File: src/rtl/ysyx_24090003_lsu_ctrl.sv
// ysyx_24090003_lsu_ctrl: sequential load/store unit, one outstanding access.
// Steers store data/strobes onto byte lanes, extracts and extends load data,
// and reports misaligned/illegal accesses without touching the bus.
// Optional watchdog: define YSYX_24090003_LSU_TIMEOUT_EN to abort accesses
// whose memory response does not arrive within TO_CYC cycles.
module ysyx_24090003_lsu_ctrl #(
  parameter int unsigned XLEN   = 32,
  parameter int unsigned ADDR_W = 32,
  parameter int unsigned TO_CYC = 255
) (
  input  logic              i_clk,
  input  logic              i_rst,
  input  logic              i_req_valid,
  output logic              o_req_ready,
  input  logic [ADDR_W-1:0] i_req_addr,
  input  logic [XLEN-1:0]   i_req_wdata,
  input  logic              i_req_we,
  input  logic [1:0]        i_req_size,
  input  logic              i_req_unsigned,
  output logic              o_resp_valid,
  input  logic              i_resp_ready,
  output logic [XLEN-1:0]   o_resp_rdata,
  output logic              o_resp_err,
  output logic              o_mem_valid,
  input  logic              i_mem_ready,
  output logic [ADDR_W-1:0] o_mem_addr,
  output logic [XLEN-1:0]   o_mem_wdata,
  output logic [XLEN/8-1:0] o_mem_wstrb,
  output logic              o_mem_we,
  input  logic              i_mem_rsp_valid,
  input  logic [XLEN-1:0]   i_mem_rdata,
  input  logic              i_mem_err
);

  localparam int unsigned STRB_W = XLEN / 8;
  localparam int unsigned OFF_W  = $clog2(STRB_W);

  typedef enum logic [1:0] {IDLE, REQ, WAIT, RESP} state_t;

  state_t           state;
  logic [OFF_W-1:0] off_q;
  logic [1:0]       size_q;
  logic             we_q;
  logic             uns_q;

  logic [OFF_W-1:0]  req_off_c;
  logic              req_bad_c;
  logic [STRB_W-1:0] strb_base_c;
  logic [STRB_W-1:0] req_strb_c;
  logic [XLEN-1:0]   req_wdata_c;
  logic [XLEN-1:0]   shifted_c;
  logic [XLEN-1:0]   ext_c;
  logic              rsp_fire_c;

`ifdef YSYX_24090003_LSU_TIMEOUT_EN
  localparam int unsigned CNT_W = ($clog2(TO_CYC + 1) > 8) ? $clog2(TO_CYC + 1) : 8;
  logic [CNT_W-1:0] cnt;
`else
  logic unused_to;
  assign unused_to = (TO_CYC != 0);
`endif

  // Request decode: lane offset, alignment check, lane-steered strobes and data
  always_comb begin
    req_off_c   = i_req_addr[OFF_W-1:0];
    req_wdata_c = i_req_wdata << {req_off_c, 3'b000};
    case (i_req_size)
      2'b00: begin
        req_bad_c   = 1'b0;
        strb_base_c = STRB_W'(1);
      end
      2'b01: begin
        req_bad_c   = i_req_addr[0];
        strb_base_c = STRB_W'(2'b11);
      end
      2'b10: begin
        req_bad_c   = |i_req_addr[1:0];
        strb_base_c = STRB_W'(4'hF);
      end
      default: begin
        req_bad_c   = (XLEN == 32) || (|i_req_addr[2:0]);
        strb_base_c = STRB_W'(8'hFF);
      end
    endcase
    req_strb_c = strb_base_c << req_off_c;
  end

  // Response decode: shift the addressed lanes down and extend to XLEN
  always_comb begin
    shifted_c = i_mem_rdata >> {off_q, 3'b000};
    case (size_q)
      2'b00:   ext_c = uns_q ? XLEN'(shifted_c[7:0])  : XLEN'($signed(shifted_c[7:0]));
      2'b01:   ext_c = uns_q ? XLEN'(shifted_c[15:0]) : XLEN'($signed(shifted_c[15:0]));
      2'b10:   ext_c = uns_q ? XLEN'(shifted_c[31:0]) : XLEN'($signed(shifted_c[31:0]));
      default: ext_c = shifted_c;
    endcase
    if (we_q) ext_c = '0;
    rsp_fire_c = i_mem_rsp_valid && ((state == WAIT) || ((state == REQ) && i_mem_ready));
  end

  // Access FSM with registered request, memory and response outputs
  always_ff @(posedge i_clk or posedge i_rst) begin
    if (i_rst) begin
      state        <= IDLE;
      off_q        <= '0;
      size_q       <= '0;
      we_q         <= 1'b0;
      uns_q        <= 1'b0;
      o_req_ready  <= 1'b1;
      o_resp_valid <= 1'b0;
      o_resp_rdata <= '0;
      o_resp_err   <= 1'b0;
      o_mem_valid  <= 1'b0;
      o_mem_addr   <= '0;
      o_mem_wdata  <= '0;
      o_mem_wstrb  <= '0;
      o_mem_we     <= 1'b0;
`ifdef YSYX_24090003_LSU_TIMEOUT_EN
      cnt          <= '0;
`endif
    end else begin
      case (state)
        IDLE: begin
          if (i_req_valid) begin
            off_q       <= req_off_c;
            size_q      <= i_req_size;
            we_q        <= i_req_we;
            uns_q       <= i_req_unsigned;
            o_req_ready <= 1'b0;
            if (req_bad_c) begin
              o_resp_valid <= 1'b1;
              o_resp_err   <= 1'b1;
              o_resp_rdata <= '0;
              state        <= RESP;
            end else begin
              o_mem_valid <= 1'b1;
              o_mem_addr  <= {i_req_addr[ADDR_W-1:OFF_W], OFF_W'(0)};
              o_mem_wdata <= req_wdata_c;
              o_mem_wstrb <= i_req_we ? req_strb_c : '0;
              o_mem_we    <= i_req_we;
              state       <= REQ;
`ifdef YSYX_24090003_LSU_TIMEOUT_EN
              cnt         <= '0;
`endif
            end
          end
        end
        REQ: begin
          if (i_mem_ready) begin
            o_mem_valid <= 1'b0;
            state       <= WAIT;
          end
        end
        RESP: begin
          if (i_resp_ready) begin
            o_resp_valid <= 1'b0;
            o_req_ready  <= 1'b1;
            state        <= IDLE;
          end
        end
        default: ;
      endcase

      // Memory response (possibly in the same cycle as the request handshake)
      if (rsp_fire_c) begin
        o_resp_valid <= 1'b1;
        o_resp_rdata <= ext_c;
        o_resp_err   <= i_mem_err;
        state        <= RESP;
      end

`ifdef YSYX_24090003_LSU_TIMEOUT_EN
      // Watchdog: abort the access once TO_CYC cycles pass without a response
      if ((state == REQ) || (state == WAIT)) begin
        cnt <= cnt + CNT_W'(1);
        if (!rsp_fire_c && (cnt == CNT_W'(TO_CYC - 1))) begin
          o_mem_valid  <= 1'b0;
          o_resp_valid <= 1'b1;
          o_resp_err   <= 1'b1;
          o_resp_rdata <= '0;
          state        <= RESP;
        end
      end
`endif
    end
  end

endmodule

File: config.mk
export PLATFORM = sky130hd
export DESIGN_NAME = ysyx_24090003_lsu_ctrl
export DESIGN_NICKNAME = d
export VERILOG_FILES = /design/src/rtl/ysyx_24090003_lsu_ctrl.sv
export SDC_FILE = /design/constraint.sdc
export NUM_CORES = 1
export LEC_CHECK = 0
export CELL_PAD_IN_SITES_DETAIL_PLACEMENT = 1
export CELL_PAD_IN_SITES_GLOBAL_PLACEMENT = 1
export CORE_MARGIN = 5
export CORE_UTILIZATION = 33
export DETAILED_ROUTE_END_ITERATION = 8
export PLACE_DENSITY_LB_ADDON = 0.2
export SYNTH_ARGS = -nofsm -noshare
export SYNTH_HDL_FRONTEND = slang
export SYNTH_SLANG_ARGS = --single-unit
File: constraint.sdc
create_clock -name i_clk -period 4.7 [get_ports i_clk]
set_input_delay 0.94 -clock i_clk [delete_from_list [all_inputs] [get_ports i_clk]]
set_output_delay 0.94 -clock i_clk [all_outputs]
set_load 0.01 [all_outputs]
# Word level (Yosys, flattened, before mapping)

Cells that the tools add are included.
Widths: inputs -> output; s select.

Output and inout port bits: 105
Logic and storage cells: 84
Input port bits: 107
Register bits: 111

Shifts and indexed selects: 3
Muxes and demuxes: 31
Reductions and logical operators: 21
Equal/unequal tests: 14
Bitwise operators: 1

Operators with widths:

| cell               | number |
|---|---|
| $mux 32            | 7 |
| $pmux 32 s2        | 1 |
| $shl 32x5->32      | 1 |
| $shr 32x5->32      | 1 |
| $ne 3x3->1 const B | 4 |
| $reduce_and 4->1   | 3 |
| $mux 1             | 11 |
| $mux 2             | 5 |
| $reduce_bool 2->1  | 5 |
| $reduce_and 3->1   | 3 |
| $ne 2x2->1 const B | 4 |
| $pmux 4 s2         | 1 |
| $eq 2x1->1 const B | 3 |
| $eq 2x2->1 const B | 3 |
| $logic_not 2->1    | 3 |
| $pmux 1 s2         | 3 |
| $pmux 2 s3         | 1 |
| $mux 4             | 1 |
| $reduce_bool 4->1  | 1 |
| $shl 4x2->4        | 1 |
| $pmux 1 s3         | 1 |
| $reduce_bool 3->1  | 1 |
| $logic_and 1x1->1  | 2 |
| $reduce_and 2->1   | 1 |
| other kinds (3)    | 3 |

# Longest topological paths before layout

Gate-level depths: netlist of the first run.

Depth after elaboration: 6
Depth in mapped cells: 8
Mapped depth without buffers: 6

# Least setup slack after synthesis of the first run

Ideal clock, no wire load.

Path type: input port to flip-flop
Start point: in i_req_addr[1]
End point: reg o_mem_wdata[28]
Library setup time: 0.125 ns
Path slack: 2.439 ns
Stages on the path: 5
Buffers on the path: 2
Required time: 4.575 ns
Data arrival time: 2.136 ns
Cells stage by stage: clkbuf_1 > nor3_2 > o21ai_2 > buf_2 > mux2_2

Word-level cells in the longest chain between the ends: 4

RTL lines:

| what                       | RTL line | source |
|---|---|---|
| start: declaration         | 15       | `input logic [ADDR_W-1:0] i_req_addr,` |
| $reduce_or 2->1            | 77       | `req_bad_c = \|i_req_addr[1:0];` |
| $pmux 1 s3                 | 67       | `case (i_req_size)` |
| $not 1->1 (no line)        | --       |  |
| $reduce_and 3->1 (no line) | --       |  |
| end signal: assignment     | 138      | `o_mem_wdata <= req_wdata_c;` |
| end: declaration           | 27       | `output logic [XLEN-1:0] o_mem_wdata,` |

Parallel ways exist; a longest one is shown, timed or not.
A chain may end at the register's enable or synchronous reset.

# Worst setup path in the final report of the first run

Start point: in i_req_size[0]
End point: reg o_mem_addr[24]

Word-level cells in the longest chain between the ends: 4

RTL lines:

| what                                     | RTL line | source |
|---|---|---|
| start: declaration                       | 18       | `input logic [1:0] i_req_size,` |
| $eq 2x2->1, or another cell as far along | 67       |  |
| $pmux 1 s3 (*)                           | 67       |  |
| $not 1->1 (no line) (*)                  | --       |  |
| $reduce_and 3->1 (no line) (*)           | --       |  |
| end signal: assignment                   | 137      | `o_mem_addr <= {i_req_addr[ADDR_W-1:OFF_W], OFF_W'(0)};` |
| end: declaration                         | 26       | `output logic [ADDR_W-1:0] o_mem_addr,` |

Every way passes the cells marked *; elsewhere a longest branch is shown, timed or not.

==> out/summary.log, run 1 <==
[outcome] outcome complete, no violations
[logic_synthesis] Synth Area per Inst 11.4 sq um
[clock_network] number of buffers on the longest clock path 2
[worst_hold_path] path category of the worst min-delay check reg2reg
[clock_network] number of setup buffers added after CTS 0
[sta] setup repair after global routing missed its margin no
[floorplanning] top-level I/O count 212
[floorplanning] area of the placeable core 15,800 sq um
[flow_run] max capacitance violation total 0
[critical_path] delay of the slowest critical-path stage 0.63 ns
[sta] fin. max-slew vios 0
[detailed_routing] number of vias after detailed routing 4,443
[power_and_ir_drop] P_leak 3.35 nW
[sta] total negative slack for setup checks 0 ns
[logic_synthesis] number of synthesized register bits 111
[detailed_routing] detail-routed via count per cell 5.03
[place] Post-Place Worst Slack 1.45 ns
[logic_synthesis] post-synthesis instance total 465
[global_route] via count of the first global-routing pass 4,999
[sta] transition time at the pin with the least slew margin 1.14 ns
[global_route] wire length of the first global-routing pass 27,600 um
[logic_synthesis] Async SR Flop Fraction 100%
[clock_network] clock root buffer sky130_fd_sc_hd__clkbuf_16
[logic_synthesis] cell type with the highest aggregate area in the netlist sky130_fd_sc_hd__dfrtp_1
[detailed_routing] ANT nets after route 0
[critical_path] delay-heaviest family, CP buffers and inverters
[sta] hold violation total from the final report 0
[logic_synthesis] top cell types by occurrence after synthesis sky130_fd_sc_hd__dfrtp_1 (110), sky130_fd_sc_hd__mux2_1 (48), sky130_fd_sc_hd__nand2_1 (41), sky130_fd_sc_hd__mux2i_1 (32)
[layout] Final Net Count 775
[clock_network] number of sinks driven by the clock tree 111
[place] final weighted congestion in routability-driven placement 0.820
[critical_path] Setup crit start kind input pin
[critical_path] type of element capturing the critical path flip-flop
[logic_synthesis] synth top area cells sky130_fd_sc_hd__dfrtp_1 (52%), sky130_fd_sc_hd__mux2_1 (10%), sky130_fd_sc_hd__mux2i_1 (6.1%)
[clock_network] CTS tree yes
[logic_synthesis] count of flip-flops with a built-in enable after synthesis 0
[detailed_routing] detail-routed net length per standard cell 19.9 um
[logic_synthesis] post-synthesis sequential area ratio 52.6%
[place] DP HPWL 13,700 um
[floorplanning] Chip Width 137 um
[logic_synthesis] distinct cell type count of the synthesized netlist 47
[clock_network] H-Tree Depth 3
[critical_path] start-to-end type of the worst setup path in2reg
[sta] minimum clock period 2.88 ns
[global_route] all-layer global routing usage 19.1%
[sta] final period utilization 61.2%
[logic_synthesis] Yosys top cell area share 52.1%
[critical_path] Critical Path Fanout Max 29
[clock_network] clock latency on the worst-skew pair 0.36 ns
[power_and_ir_drop] areal power density over the cells 588 nW/um^2
[sta] fmax 0.348 GHz
[logic_synthesis] main flop type after synthesis sky130_fd_sc_hd__dfrtp_1
[sta] setup violators final 0
[critical_path] Cell Chain, Critical Path clkdlybuf4s50_1 -> a21oi_1 -> o21ai_4 -> buf_12 -> mux2_1
[detailed_routing] remaining routing DRC violations 0
[power_and_ir_drop] IR Drop Worst-Case VDD 250 uV
[critical_path] arrival time reported for the critical path endpoint 3.11 ns
[detailed_routing] final wirelength 17,600 um
[critical_path] required time worst endpoint 4.93 ns
[critical_path] crit path max-delay cell type sky130_fd_sc_hd__clkdlybuf4s50_1
[clock_network] # resized after CTS 0
[detailed_routing] iteration-0 DRC count of the detailed router 175
[clock_network] TritonCTS buffer count 9
[floorplanning] die area 18,700 sq um
[sta] worst-case clock skew 0.00967 ns
[floorplanning] Site Rows 46
[layout] post-synthesis to final-layout area growth 48.6%
[floorplanning] height of the die 137 um
[clock_network] clock-pin slew of the registers on the worst-case setup and hold paths 0.07 ns
[logic_synthesis] top-count cell post-synth sky130_fd_sc_hd__dfrtp_1
[clock_network] number of buffers inserted for hold repair after clock tree synthesis 0
[detailed_routing] detailed-router iteration count before antenna repair 4
[logic_synthesis] cell area after technology mapping 5290 sq um
[place] count of port buffers added during placement 209
[layout] layout cells sized above 1 5.99%
[sta] Relative slew margins 23.3%
[global_route] remaining global-route overflow 0
[layout] total inserted antenna cells 0
[critical_path] critical path buffer and inverter count 2
[global_route] largest net degree at the start of global routing 72
[sta] final critical-path setup slack 1.82 ns
[global_route] number of antenna violations at the first check in global routing 0
[logic_synthesis] count of yosys warnings during synthesis 0
[floorplanning] initial standard-cell utilization of the core 33.4%
cell usage in the layout, fill, tap and decap left out, drive strengths merged, types with 2 or more instances in the layout:
cell           instances
a221o                 16
clkbuf                 9
nand2                 41
ha                     5
a21o                   2
dfrtp                110
nand3b                 9
clkdlybuf4s50        208
nor3                   4
a31oi                  2
o21ai                 52
a21oi                 29
a211oi                 8
clkinvlp               2
mux2i                 32
buf                    9
nor2b                  9
nor2                  20
inv                   14
a22o                  16
and2                   2
conb                   2
mux2                  50
metrics by stage:
step | hold slack [ns] | area (sq um) | std cells | power (mW) | utilization [%]
after global routing | 0.520 | 7850 | 884 | 4.91 | 49.6
after floorplan | 0.478 | 5290 | 466 | 2.69 | -
after detailed placement | 0.474 | 7570 | 868 | 3.89 | 47.8
after CTS | 0.492 | 7850 | 884 | 4.68 | 49.6
final | 0.488 | 7850 | 884 | 4.62 | 49.6
after global placement | 0.464 | 7570 | 868 | 3.81 | 47.8
area by class of cell:
| class | instances | area (sq um) |
|---|---|---|
| Inverter | 9 | 36.3 |
| Multi-Input combinational cell | 315 | 2320 |
| Tap cell | 216 | 270 |
| Fill cell | 1710 | 7970 |
| Clock inverter | 7 | 61.3 |
| Clock buffer | 9 | 225 |
| Sequential cell | 111 | 2780 |
| Timing Repair Buffer | 217 | 2160 |
power breakdown:
group	leakage (nW)	internal [mW]	switching, mW
sequential	1.41	1.39	0.297
combinational	1.80	1.21	0.965
clock	0.135	0.372	0.393
total	3.35	2.96	1.65
final timing paths:
path / startpoint / end / slack (ns) / depth (start not counted)
worst max-delay path: i_req_size[0] / o_mem_addr[24] / 1.82 / 5
worst min-delay path: o_mem_wdata[15] / o_mem_wdata[15] / 0.49 / 2
worst max register to register: off_q[1] / o_resp_rdata[28] / 2.01 / 4
worst min register to register: o_mem_wdata[15] / o_mem_wdata[15] / 0.49 / 2
max in group asynchronous: i_rst / o_req_ready / 2.64 / 3
min in group asynchronous: i_rst / o_mem_addr[21] / 1.13 / 2
per-layer routing:
metal  GRT usage [%]  share of wire, %  wire length, um  vias to the layer above
li1                -                 -                -                     2086
met1            23.9                42             7440                     2208
met2            32.8                50             8800                      130
met3            4.96               6.0             1050                       19
met4            5.15               1.5              271                        0
met5               0                 0                0                        -
state kept, by name (all words and copies together) (netlist names), 2 cells and up:
register	flops
size_q	2
o_mem_addr	30
state	2
off_q	2
o_mem_wstrb	4
o_mem_wdata	32
o_resp_rdata	32
logic make-up after synthesis:
family          synth area share [%]
compound gates                  16.8
flops                           52.6
simple gates                    8.52
mux                             17.1
buf+inv                         3.72
fa+ha+maj                       1.18
other cells                   0.0709
worst reg2reg max path, cell delays in order (launching register included):
cell and delay, ns:
sky130_fd_sc_hd__dfrtp_1 0.99, sky130_fd_sc_hd__mux4_2 0.43, sky130_fd_sc_hd__o21ai_2 0.07, sky130_fd_sc_hd__nor3_2 0.90, sky130_fd_sc_hd__a221o_1 0.23
Note: power is estimated with default switching activity, not from simulation.
==> run 2, diff against run 1 <==
==> constraint.sdc (replaced) <==
create_clock -name i_clk -period 2.8 [get_ports i_clk]
set_input_delay 0.56 -clock i_clk [delete_from_list [all_inputs] [get_ports i_clk]]
set_output_delay 0.56 -clock i_clk [all_outputs]
set_load 0.01 [all_outputs]
==> run 2 against run 1 <==
  * Worst setup slack worse by 1.3 ns
  * Global-route usage about the same
  * Critical endpoint is now o_resp_rdata[22]
  * First-iteration DRC count up 11%
  * Worst hold slack worse by 0.0046 ns
==> out/summary.log, run 2 (same netlist as run 1, synthesis figures left out) <==
[critical_path] crit path max-delay cell type sky130_fd_sc_hd__nor3_2
[detailed_routing] ANT nets after route 0
[critical_path] launch instance of the worst register-to-register path state[1]
[critical_path] start-to-end type of the worst setup path reg2reg
[critical_path] Critical Path Fanout Max 16
[flow_run] max capacitance violation total 0
[sta] Relative slew margins 28.9%
[clock_network] number of sinks driven by the clock tree 111
[clock_network] # resized after CTS 0
[layout] Final Net Count 785
[critical_path] Cell Chain, Critical Path inv_1 -> ha_1 -> a21o_1 -> nand3b_2 -> nor3_2 -> a221o_1
[place] count of port buffers added during placement 209
[sta] final critical-path setup slack 0.490 ns
[worst_hold_path] hold path startpoint o_mem_wdata[15]
[clock_network] clock latency on the worst-skew pair 0.35 ns
[power_and_ir_drop] areal power density over the cells 975 nW/um^2
[sta] worst-case clock skew 0.00513 ns
[place] DP Cell Count 878
[floorplanning] die area 18,700 sq um
[critical_path] Setup crit start kind flip-flop
[critical_path] critical path buffer and inverter count 1
[clock_network] clock-pin slew of the registers on the worst-case setup and hold paths 0.07 ns
[place] DP HPWL 13,700 um
[detailed_routing] remaining routing DRC violations 0
[clock_network] number of buffers inserted for hold repair after clock tree synthesis 0
[sta] setup violators final 0
[floorplanning] height of the die 137 um
[global_route] remaining global-route overflow 0
[sta] setup repair after global routing missed its margin no
[global_route] via count of the first global-routing pass 4,890
[detailed_routing] detailed-router iteration count before antenna repair 4
[floorplanning] Chip Width 137 um
[layout] total inserted antenna cells 0
[layout] post-synthesis to final-layout area growth 51.0%
[detailed_routing] number of vias after detailed routing 4,509
[clock_network] clock root buffer sky130_fd_sc_hd__clkbuf_16
[critical_path] arrival time reported for the critical path endpoint 2.60 ns
[critical_path] delay-heaviest family, CP simple AND/OR/NAND/NOR gates
[floorplanning] area of the placeable core 15,800 sq um
[critical_path] delay of the slowest critical-path stage 0.87 ns
[clock_network] CTS tree yes
[layout] largest registers in the final layout o_mem_wdata: 32 flops, o_resp_rdata: 32 flops, o_mem_addr: 30 flops
[clock_network] TritonCTS buffer count 9
[global_route] wire length of the first global-routing pass 27,300 um
[floorplanning] initial standard-cell utilization of the core 33.4%
[clock_network] number of buffers on the longest clock path 2
[sta] fmax 0.433 GHz
[power_and_ir_drop] IR Drop Worst-Case VDD 408 uV
[clock_network] number of setup buffers added after CTS 0
[clock_network] H-Tree Depth 3
[critical_path] R2R Path End o_resp_rdata[22]
[power_and_ir_drop] P_leak 3.41 nW
[sta] smallest hold slack 0.483 ns
[detailed_routing] detail-routed net length per standard cell 19.7 um
[sta] fin. max-slew vios 0
[place] Post-Place Worst Slack 0.209 ns
[sta] hold violation total from the final report 0
[outcome] outcome complete, no violations
[detailed_routing] iteration-0 DRC count of the detailed router 194
[layout] layout cells sized above 1 7.23%
[layout] number of standard cells in the layout, taps in and fillers out 894
[worst_hold_path] path category of the worst min-delay check reg2reg
[sta] transition time at the pin with the least slew margin 1.06 ns
[critical_path] Register-to-Register Setup Slack 0.49 ns
[place] final weighted congestion in routability-driven placement 0.869
[critical_path] required time worst endpoint 3.09 ns
[sta] minimum clock period 2.31 ns
[detailed_routing] detail-routed via count per cell 5.04
[floorplanning] Site Rows 46
[layout] commonest cells after routing, fill and taps aside sky130_fd_sc_hd__clkdlybuf4s50_1 (208), sky130_fd_sc_hd__dfrtp_1 (110), sky130_fd_sc_hd__mux2_1 (48)
[detailed_routing] final wirelength 17,700 um
[global_route] largest net degree at the start of global routing 52
[critical_path] count of cells along the worst register-to-register path 6
[sta] total negative slack for setup checks 0 ns
[worst_hold_path] worst-case hold path end point o_mem_wdata[15]
[worst_hold_path] number of stages on the worst hold path 2
[floorplanning] top-level I/O count 212
[layout] most common cell after layout, fill and taps aside sky130_fd_sc_hd__clkdlybuf4s50_1
[global_route] all-layer global routing usage 19.1%
[layout] fin util 50.4%
[global_route] number of antenna violations at the first check in global routing 0
[sta] final period utilization 82.5%
[critical_path] type of element capturing the critical path flip-flop
[run 2: cell types whose count changed in the layout (fill, tap and decap cells not counted)]
cell	change
sky130_fd_sc_hd__clkbuf_8	+2
sky130_fd_sc_hd__inv_6	-4
sky130_fd_sc_hd__buf_12	+4
sky130_fd_sc_hd__clkinv_2	+1
sky130_fd_sc_hd__clkbuf_1	+1
sky130_fd_sc_hd__clkinv_4	+2
sky130_fd_sc_hd__inv_8	-1
sky130_fd_sc_hd__buf_4	+6
sky130_fd_sc_hd__inv_4	-1
[run 2: layout make-up]
type | instances | area, sq um
clock inverters | 4 | 30.0
clock buffers | 12 | 256
fillers | 1696 | 7850
flip-flops and latches | 111 | 2780
repair buffers | 227 | 2280
inverters | 9 | 37.5
well taps | 216 | 270
multi-input cells | 315 | 2320
[run 2: metal layers]
| metal | global-route usage (%) | wire (um) | vias to the layer above |
|---|---|---|---|
| met4 | 7.67 | 504 | 0 |
| li1 | - | - | 2102 |
| met1 | 22.8 | 7120 | 2252 |
| met2 | 32.6 | 8900 | 130 |
| met5 | 0 | 0 | - |
| met3 | 5.22 | 1120 | 25 |
[run 2: worst max path at each step]
stage / slack (ns) / start / cells past startpoint / to
finish: 0.49 / state[1] / 6 / o_resp_rdata[22]
detailed placement: 0.21 / i_mem_rdata[31] / 5 / o_resp_rdata[16]
CTS: 0.49 / state[1] / 6 / o_resp_rdata[20]
global placement: 0.28 / i_mem_rdata[31] / 5 / o_resp_rdata[25]
floorplan: 0.90 / i_rst / 1 / o_mem_addr[10]
global route: 0.31 / state[1] / 6 / o_resp_rdata[20]
[run 2: worst min-delay path, stage by stage, from the launching register on]
cell and delay (ns):
sky130_fd_sc_hd__dfrtp_1 0.34, sky130_fd_sc_hd__nand2_1 0.05, sky130_fd_sc_hd__o21ai_0 0.06
[run 2: metrics by stage]
stage	total power [mW]	area (sq um)
floorplan	4.52	5290
detailed placement	6.59	7690
finish	7.78	7980
global placement	6.46	7690
global route	8.26	7980
CTS	7.90	7980
[run 2: power breakdown]
part           internal [mW]  switching, mW
Combinational           2.07           1.67
Sequential              2.33          0.456
Clock                  0.656          0.599
Total                   5.06           2.73
